===== src/rtl/matrix_operand_loader.sv =====
// Byte-stream front end for matrix_mult. It synchronises the pin strobe, parses frames of the form
// header / mat1 / mat2, and presents the two operands with a valid/ready handshake.
module matrix_operand_loader #(
  parameter logic [7:0]  HEADER         = 8'hA5,
  parameter int unsigned TIMEOUT_CYCLES = 1024,
  parameter int unsigned CNT_W          = 4
) (
  input  logic             clk,
  input  logic             reset_n,
  input  logic [7:0]       din,
  input  logic             din_strobe,
  input  logic             op_ready,
  output logic [7:0]       mat1_out,
  output logic [3:0]       mat2_out,
  output logic             op_valid,
  output logic             busy,
  output logic             frame_err,
  output logic             overrun,
  output logic [CNT_W-1:0] frame_count
);

  localparam int unsigned TW = (TIMEOUT_CYCLES > 1) ? $clog2(TIMEOUT_CYCLES) : 1;
  localparam logic [TW-1:0] TMAX = TW'(TIMEOUT_CYCLES - 1);

  typedef enum logic [1:0] {StIdle, StGetA, StGetB, StPresent} state_e;

  state_e        r_state;
  logic          r_sync1, r_sync2, r_sync3;
  logic          r_take;
  logic [7:0]    r_a;
  logic [TW-1:0] r_tcnt;

  // Registering the edge detect puts byte_take 3 clk after the pin edge, inside din's window.
  always_ff @(posedge clk or negedge reset_n) begin
    if (!reset_n) begin
      r_sync1 <= 1'b0;
      r_sync2 <= 1'b0;
      r_sync3 <= 1'b0;
      r_take  <= 1'b0;
    end else begin
      r_sync1 <= din_strobe;
      r_sync2 <= r_sync1;
      r_sync3 <= r_sync2;
      r_take  <= r_sync2 & ~r_sync3;
    end
  end

  always_ff @(posedge clk or negedge reset_n) begin
    if (!reset_n) begin
      r_state     <= StIdle;
      r_a         <= '0;
      r_tcnt      <= '0;
      mat1_out    <= '0;
      mat2_out    <= '0;
      op_valid    <= 1'b0;
      frame_err   <= 1'b0;
      overrun     <= 1'b0;
      frame_count <= '0;
    end else begin
      unique case (r_state)
        StIdle: begin
          r_tcnt <= '0;
          if (r_take && din == HEADER) begin
            r_state   <= StGetA;
            frame_err <= 1'b0;
            overrun   <= 1'b0;
          end
        end
        StGetA: begin
          if (r_take) begin
            r_a     <= din;
            r_tcnt  <= '0;
            r_state <= StGetB;
          end else if (r_tcnt == TMAX) begin
            frame_err <= 1'b1;
            r_tcnt    <= '0;
            r_state   <= StIdle;
          end else begin
            r_tcnt <= r_tcnt + TW'(1);
          end
        end
        StGetB: begin
          r_tcnt <= '0;
          if (r_take) begin
            if (din[7:4] == 4'h0) begin
              mat1_out <= r_a;
              mat2_out <= din[3:0];
              op_valid <= 1'b1;
              r_state  <= StPresent;
            end else begin
              frame_err <= 1'b1;
              r_state   <= StIdle;
            end
          end else if (r_tcnt == TMAX) begin
            frame_err <= 1'b1;
            r_state   <= StIdle;
          end else begin
            r_tcnt <= r_tcnt + TW'(1);
          end
        end
        StPresent: begin
          r_tcnt <= '0;
          if (r_take) overrun <= 1'b1;
          if (op_ready) begin
            op_valid    <= 1'b0;
            frame_count <= frame_count + CNT_W'(1);
            r_state     <= StIdle;
          end
        end
        default: r_state <= StIdle;
      endcase
    end
  end

  assign busy = (r_state != StIdle);

endmodule


===== config.mk =====
export PLATFORM = sky130hd
export DESIGN_NAME = matrix_operand_loader
export DESIGN_NICKNAME = d
export VERILOG_FILES = /design/src/rtl/matrix_operand_loader.sv
export SDC_FILE = /design/constraint.sdc
export NUM_CORES = 1
export LEC_CHECK = 0
export ABC_CLOCK_PERIOD_IN_PS = 2350
export CAP_MARGIN = 10
export CORE_AREA = 8 8 69 101
export DETAILED_ROUTE_END_ITERATION = 8
export DIE_AREA = 0 0 77 109
export HOLD_SLACK_MARGIN = 0.1
export PLACE_DENSITY_LB_ADDON = 0.2
export SLEW_MARGIN = 20
export SYNTH_ARGS = -nofsm -noshare
export SYNTH_HDL_FRONTEND = slang
export SYNTH_SLANG_ARGS = --single-unit

===== constraint.sdc =====
create_clock -name clk -period 2.35 [get_ports clk]
set_clock_uncertainty 0.15 [all_clocks]
set_input_delay 0.235 -clock clk [delete_from_list [all_inputs] [get_ports clk]]
set_output_delay 0.235 -clock clk [all_outputs]
set_load 0.03 [all_outputs]

==> results of run 1 <==
sequential cells by signal (all words and copies together), names as in the netlist:
name	cells
r_take	1
mat1_out	8
frame_err	1
r_sync1	1
op_valid	1
r_sync2	1
r_sync3	1
r_state	2
r_tcnt	10
frame_count	4
mat2_out	4
r_a	8
overrun	1
final cells by class:
| type | instances | area, sq um |
|---|---|---|
| clock inverters | 2 | 12.51 |
| repair buffers | 34 | 332.8 |
| inverters | 6 | 22.52 |
| flip-flops and latches | 43 | 1076 |
| multi-input cells | 95 | 777.0 |
| clock buffers | 6 | 72.57 |
| well taps | 72 | 90.09 |
| fillers | 534 | 3232 |
worst register-to-register path: cells and delay by family (launching register included):
| kind | cells | cell delay [ns] |
|---|---|---|
| compound gates | 2 | 0.75 |
| fa+ha+maj | 1 | 0.19 |
| flops | 1 | 0.39 |
| simple gates | 2 | 0.49 |
synth_stat cells (2+ instances only):
| cell type | n | area (sq um) |
|---|---|---|
| nand4_1 | 3 | 18.77 |
| ha_1 | 8 | 100.1 |
| nor2_1 | 11 | 41.29 |
| xnor2_1 | 5 | 43.79 |
| and4_1 | 2 | 17.52 |
| a21oi_1 | 3 | 15.01 |
| nor3_1 | 2 | 10.01 |
| inv_1 | 6 | 22.52 |
| o21ai_0 | 3 | 15.01 |
| mux2_2 | 21 | 236.5 |
| nor2b_1 | 2 | 12.51 |
| nand2_1 | 5 | 18.77 |
| and3_1 | 2 | 12.51 |
| dfrtp_1 | 43 | 1076 |
| nand3_1 | 7 | 35.03 |
| xor2_1 | 6 | 52.55 |
layer usage:
layer | up-vias | wire [um] | GRT usage [%]
met5 | - | 0 | 0
met4 | 0 | 103 | 4.878
met1 | 640 | 1549 | 10.95
li1 | 595 | - | -
met2 | 56 | 2199 | 19.20
met3 | 11 | 228 | 3.878
power by group through the flow:
stage / clock, mW / combinational, mW / sequential, mW
CTS: 0.474 / 0.791 / 1.02
global placement: 0 / 0.756 / 1.02
detailed placement: 0 / 0.785 / 1.04
global route: 0.517 / 0.857 / 1.05
finish: 0.456 / 0.780 / 1.02
floorplan: 0 / 0.407 / 1.10
through the flow:
step / worst slack [ns] / instances
4_1_cts: 0.08220 / 258
3_3_place_gp: 0.2868 / 249
3_5_place_dp: 0.1516 / 249
2_1_floorplan: 0.4996 / 145
6_report: 0.3108 / 258
5_1_grt: 0.08245 / 258
timing repair:
item,4_1_cts,5_1_grt
endpoints found under the setup margin,0,1
hold endpoints to repair,18,0
hold buffers,1,0
resized for setup,0,1
buffers inserted,0,0
path summary, 6_finish.rpt:
kind	start	endpoint	depth (start not counted)
worst min register to register	r_sync1	r_sync2	0
max in group asynchronous	reset_n	frame_count[1]	3
worst min-delay path	r_sync1	r_sync2	0
worst max register to register	r_tcnt[0]	frame_err	5
min in group asynchronous	reset_n	mat1_out[7]	2
worst max-delay path	r_tcnt[0]	frame_err	5
cells by family (layout without fill, tap and decap cells):
family,count (synthesis),count (layout),synth area share (%)
flops,43,43,57.22
simple gates,38,38,11.31
mux,22,22,13.11
compound gates,16,16,6.454
xor+xnor,11,11,5.123
fa+ha+maj,8,8,5.323
buf+inv,7,48,1.463
==> summary.md, run 1 <==
| Metric | Value |
|---|---|
| Root Buffer | `clkbuf_8` |
| Cell area after synthesis | `0.001881 sq mm` |
| CTS Buf Count | `5` |
| Top FF cell, synth | `dfrtp_1` |
| Syn_nets | `165` |
| Global-route wire length before repair | `7051 um` |
| Crit-path leading delay family | `compound AO/OA/AOI/OAI gates` |
| Die X | `77 um` |
| Combinational share of power | `34.6%` |
| TritonCTS clock tree | `yes` |
| HPWL after DPL | `3083 um` |
| CP max-delay cell | `a2111oi_0` |
| Antenna violations before repair | `0` |
| Fmax | `490.4 MHz` |
| Flop pwr share | `45.2%` |
| Cell Int Power | `1.452 mW` |
| Crit-path max FO | `4` |
| Post-synth ARST share | `100.0%` |
| Worst slew pin tran | `0.4896 ns` |
| Largest net degree at the start of global routing | `26` |
| Core ar. | `0.005615 sq mm` |
| Hold Fails Final Rpt | `0` |
| Reg2Reg Setup Slack | `0.31 ns` |
| # DRC | `0` |
| Diodes inserted | `0` |
| VDD IR-drop max | `0.3614 mV` |
| Clock share of power | `20.2%` |
| H-tree levels | `2` |
| Vias in the first global route | `1390` |
| Initial core utilization | `33.49%` |
| Gpl congestion | `0.8379` |
| Slew headroom | `66.52%` |
| Max-slew violation count | `0` |
| Clk_lat worst skew | `0.29 ns` |
| Final-stage net count | `205` |
| CP cell instances | `ha_1 > and3_1 > nand4_1 > a2111oi_0 > a2bb2oi_1` |
| Std cell rows | `34` |
| Sink Count | `43` |
| Share of cells above drive strength 1 | `18.28%` |
| Util after Layout | `42.45%` |
| Synth unique cells | `32` |
| Cell Pwr Density | `947.1 mW/mm^2` |
| Worst Setup End Kind | `flip-flop` |
| Total GRT Usage | `10.71%` |
| WL/cell | `15.81 um` |
| WP buf/inv | `0` |
| Detail Route Antenna Nets | `0` |
| NetSw | `805.6 uW` |
| Num ports | `32` |
| Period utilization | `86.78%` |
| Post-layout min period | `2.039 ns` |
| Die span in y | `109 um` |
| Critical Setup Path Class | `reg2reg` |
| Total die area | `0.008393 sq mm` |
| Lkg Pwr | `1.080 nW` |
| Finished Cell Area | `0.002384 sq mm` |
| Total Wirelength | `4079 um` |
| CP Launch Type | `flip-flop` |
| Worst hold margin | `0.2037 ns` |
| Largest stage delay, worst path | `0.54 ns` |
| Yosys reg bits | `43` |
| CP arrival | `2.11 ns` |
| Register area share after synthesis | `57.22%` |
| Final setup TNS | `0 ns` |
| Most frequent cells in the layout | `43 x dfrtp_1, 29 x clkdlybuf4s50_1, 21 x mux2_2` |
| Max Buffers Root-to-Sink | `2` |
| Max_cap viols | `0` |
| Worst EP required | `2.42 ns` |
| Total power | `2.258 mW` |
| Commonest non-fill, non-tap cell in the layout | `dfrtp_1` |
| DRT iter0 DRCs | `49` |
| Switching share of power | `35.68%` |
| Post-Syn Area per Cell | `12.97 sq um` |
| Setup violations, final | `0` |
| Area after DPL | `0.002286 sq mm` |
| Grt ovf | `0` |
| Clk slew on worst S/H paths | `0.08 ns` |
| Status | `complete, no violations` |
| Drt via density | `5.047` |
| Input/output buffers | `31` |
| EDFF count, synth | `0` |
| Via count | `1302` |
| Unrepaired setup endpoints after global routing | `false` |
| Synth warn | `0` |
| First-pass detailed-route iteration total | `5` |
| P&R area growth vs syn | `26.75%` |
| Cells after Synth | `145` |
| Hold WC Path Type | `reg2reg` |
(Power assumes the default switching activity.)
==> inputs of run 2 (changes only) <==
--- a/config.mk
+++ b/config.mk
@@ -8,11 +8,11 @@
 export ABC_CLOCK_PERIOD_IN_PS = 2350
 export CAP_MARGIN = 10
 export CORE_AREA = 8 8 69 101
+export CTS_CLUSTER_SIZE = 10
 export DETAILED_ROUTE_END_ITERATION = 8
 export DIE_AREA = 0 0 77 109
 export HOLD_SLACK_MARGIN = 0.1
 export PLACE_DENSITY_LB_ADDON = 0.2
-export SLEW_MARGIN = 20
 export SYNTH_ARGS = -nofsm -noshare
 export SYNTH_HDL_FRONTEND = slang
 export SYNTH_SLANG_ARGS = --single-unit
==> constraint.sdc (replaced) <==
create_clock -name clk -period 2.35 [get_ports clk]
set_clock_uncertainty 0.15 [all_clocks]
set_input_delay 0.3525 -clock clk [delete_from_list [all_inputs] [get_ports clk]]
set_output_delay 0.3525 -clock clk [all_outputs]
set_load 0.03 [all_outputs]
==> run 2 against run 1 <==
Compared with the run above: sequential cell count unchanged; die area stayed put; combinational power is 1% lower; power increased by 8.7%; critical endpoint is now busy; sequential share of layout area is 0.95 points lower; cell area increased by 2.2%; core utilization rose by 0.91 points; first-iteration DRC count rose by 24%; worst hold slack improved by 0.0022 ns; clock power is 46% higher; critical path type is now reg2out.
==> summary.md, run 2 (synthesized netlist as in run 1, its figures left out) <==
| Metric | Value |
|---|---|
| Final-stage net count | `206 (+0.49%)` |
| Setup Buffers After CTS | `0 (unchanged)` |
| Std cell rows | `34 (unchanged)` |
| Largest register FFs | `10 (unchanged)` |
| Drt via density | `4.961 (-1.7%)` |
| Crit-path max FO | `6 (+2)` |
| Seq. cell area | `0.001076 sq mm (unchanged)` |
| Grt ovf | `0 (unchanged)` |
| Total Wirelength | `3943 um (-3.3%)` |
| Crit-path leading delay family | `buffers and inverters` |
| Unrepaired setup endpoints after global routing | `false` |
| Top Registers | `r_tcnt (10), mat1_out (8), r_a (8)` |
| Commonest non-fill, non-tap cell in the layout | `dfrtp_1` |
| Setup crit start | `r_state[0]` |
| Largest stage delay, worst path | `0.47 ns (-0.07 ns)` |
| CP cell instances | `inv_1 > ha_1 > inv_1 > dlygate4sd2_1` |
| Global-route wire length before repair | `6920 um (-1.9%)` |
| Max-slew violation count | `0 (unchanged)` |
| Worst reg2reg endpoint | `r_state[1]` |
| TritonCTS clock tree | `yes` |
| Worst EP required | `1.85 ns (-0.57 ns)` |
| Critical Setup Path Class | `reg2out` |
| WL/cell | `15.22 um (-3.7%)` |
| Via count | `1285 (-1.3%)` |
| Antenna violations before repair | `0 (unchanged)` |
| Die span in y | `109 um (unchanged)` |
| Hold Fails Final Rpt | `0 (unchanged)` |
| Share of cells above drive strength 1 | `18.72% (+0.44 points)` |
| Gpl congestion | `0.8482 (+1.2%)` |
| Setup violations, final | `0 (unchanged)` |
| Levels on crit path | `4 (-1)` |
| Worst r2r src | `r_take` |
| Sink Count | `43 (unchanged)` |
| Critical path destination | `busy` |
| CTS Buf Count | `5 (unchanged)` |
| Largest net degree at the start of global routing | `22 (-15%)` |
| P&R area growth vs syn | `29.47%` |
| Initial core utilization | `33.49% (unchanged)` |
| Period utilization | `90.50% (+3.7 points)` |
| Met2 usage | `18.53% (-0.67 points)` |
| Vias in the first global route | `1387 (-0.22%)` |
| Most frequent cells in the layout | `43 x dfrtp_1, 29 x clkdlybuf4s50_1, 21 x mux2_2` |
| Slew headroom | `68.72% (+2.2 points)` |
| CP arrival | `1.62 ns (-0.49 ns)` |
| DRT iter0 DRCs | `61 (+24%)` |
| Hold WC Path Type | `reg2reg` |
| Met1 Track Usage GR | `10.69% (-0.26 points)` |
| Reg2Reg Setup Slack | `0.43 ns (+0.12 ns)` |
| Lkg Pwr | `1.102 nW (+2.0%)` |
| Worst Setup End Kind | `output pin` |
| Final setup TNS | `0 ns (unchanged)` |
| Num ports | `32 (unchanged)` |
| Die X | `77 um (unchanged)` |
| Clk_lat worst skew | `0.29 ns (about the same)` |
| FF-to-FF path depth | `4 (-1)` |
| Total GRT Usage | `10.34% (-0.37 points)` |
| Status | `complete, no violations` |
| Area occupied by multi-input gates | `777.0 sq um (unchanged)` |
| CP max-delay cell | `dfrtp_1` |
| Fmax | `470.2 MHz (-4.1%)` |
| Core ar. | `0.005615 sq mm (unchanged)` |
| VDD IR-drop max | `0.5004 mV (+38%)` |
| Reg with most FFs | `r_tcnt` |
| Max Buffers Root-to-Sink | `2 (unchanged)` |
| Total power | `2.454 mW (+8.7%)` |
| Worst slew pin tran | `0.4693 ns (-0.02031 ns)` |
| Diodes inserted | `0 (unchanged)` |
| Max_cap viols | `0 (unchanged)` |
| Root Buffer | `clkbuf_8` |
| Input/output buffers | `31 (unchanged)` |
| Clk slew on worst S/H paths | `0.07 ns (about the same)` |
| Post-layout min period | `2.127 ns (+0.08762 ns)` |
| Layer with the highest usage | `met2` |
| Detail Route Antenna Nets | `0 (unchanged)` |
| # DRC | `0 (unchanged)` |
| First-pass detailed-route iteration total | `4 (-1)` |
| M3 GR Usage | `3.878% (unchanged)` |
| CP Launch Type | `flip-flop` |
| WP buf/inv | `3 (+3)` |
| HPWL after DPL | `3044 um (-1.3%)` |
| H-tree levels | `2 (unchanged)` |
| Fillers | `533 (-0.19%)` |
| Total die area | `0.008393 sq mm (unchanged)` |
| Crit path top cell by count | `inv_1` |
| Cell Pwr Density | `1008 mW/mm^2 (+6.4%)` |
## run 2: worst min path at each step
stage / startpoint / to / slack [ns] / cells after the start
global route: r_sync1 / r_sync2 / 0.22 / 0
detailed placement: reset_n / mat1_out[7] / 0.19 / 1
finish: r_sync1 / r_sync2 / 0.21 / 0
global placement: reset_n / mat1_out[2] / 0.17 / 1
CTS: r_sync1 / r_sync2 / 0.20 / 0
floorplan: reset_n / frame_count[0] / -0.09 / 0
## run 2: power breakdown
part,total [mW],internal (mW),switching (mW)
Sequential,1.02,0.899,0.121
Clock,0.665,0.425,0.240
Combinational,0.769,0.340,0.429
Total,2.45,1.66,0.790
## run 2: routing by layer
layer / vias to the layer above / share of wire (%) / wire length [um]
li1: 597 / - / -
met1: 645 / 39 / 1540
met2: 35 / 54 / 2127
met3: 8 / 5.1 / 203
met4: 0 / 1.8 / 72
met5: - / 0 / 0
## run 2: through the flow
stage | hold WS [ns] | setup WS [ns] | util [%] | cells | instance area (sq um)
floorplan | -0.09309 | 0.4996 | - | 145 | 1881
global placement | 0.1711 | 0.1628 | 40.84 | 250 | 2293
detailed placement | 0.1864 | 0.1080 | 40.84 | 250 | 2293
CTS | 0.2040 | 0.2169 | 43.36 | 259 | 2435
global route | 0.2231 | 0.1292 | 43.36 | 259 | 2435
finish | 0.2059 | 0.2232 | 43.36 | 259 | 2435
## run 2: worst reg2reg max path: stages (launching register included)
cell and delay (ns):
dfrtp_1 0.47, nor3b_4 0.34, a41oi_2 0.20, or2_0 0.27, a221o_1 0.37
## run 2: what timing repair did
| action | in CTS | in global routing |
|---|---|---|
| resized for setup | 1 | 0 |
| hold buffers | 1 | 0 |
| setup endpoints to repair | 1 | 0 |
| endpoints found under the hold margin | 19 | 0 |
## run 2: area by class of cell
type	instances	share of cell area, %
flip-flops and latches	43	44.19
clock buffers	6	2.980
inverters	6	0.9250
clock inverters	2	2.467
well taps	72	3.700
repair buffers	35	13.82
multi-input cells	95	31.91
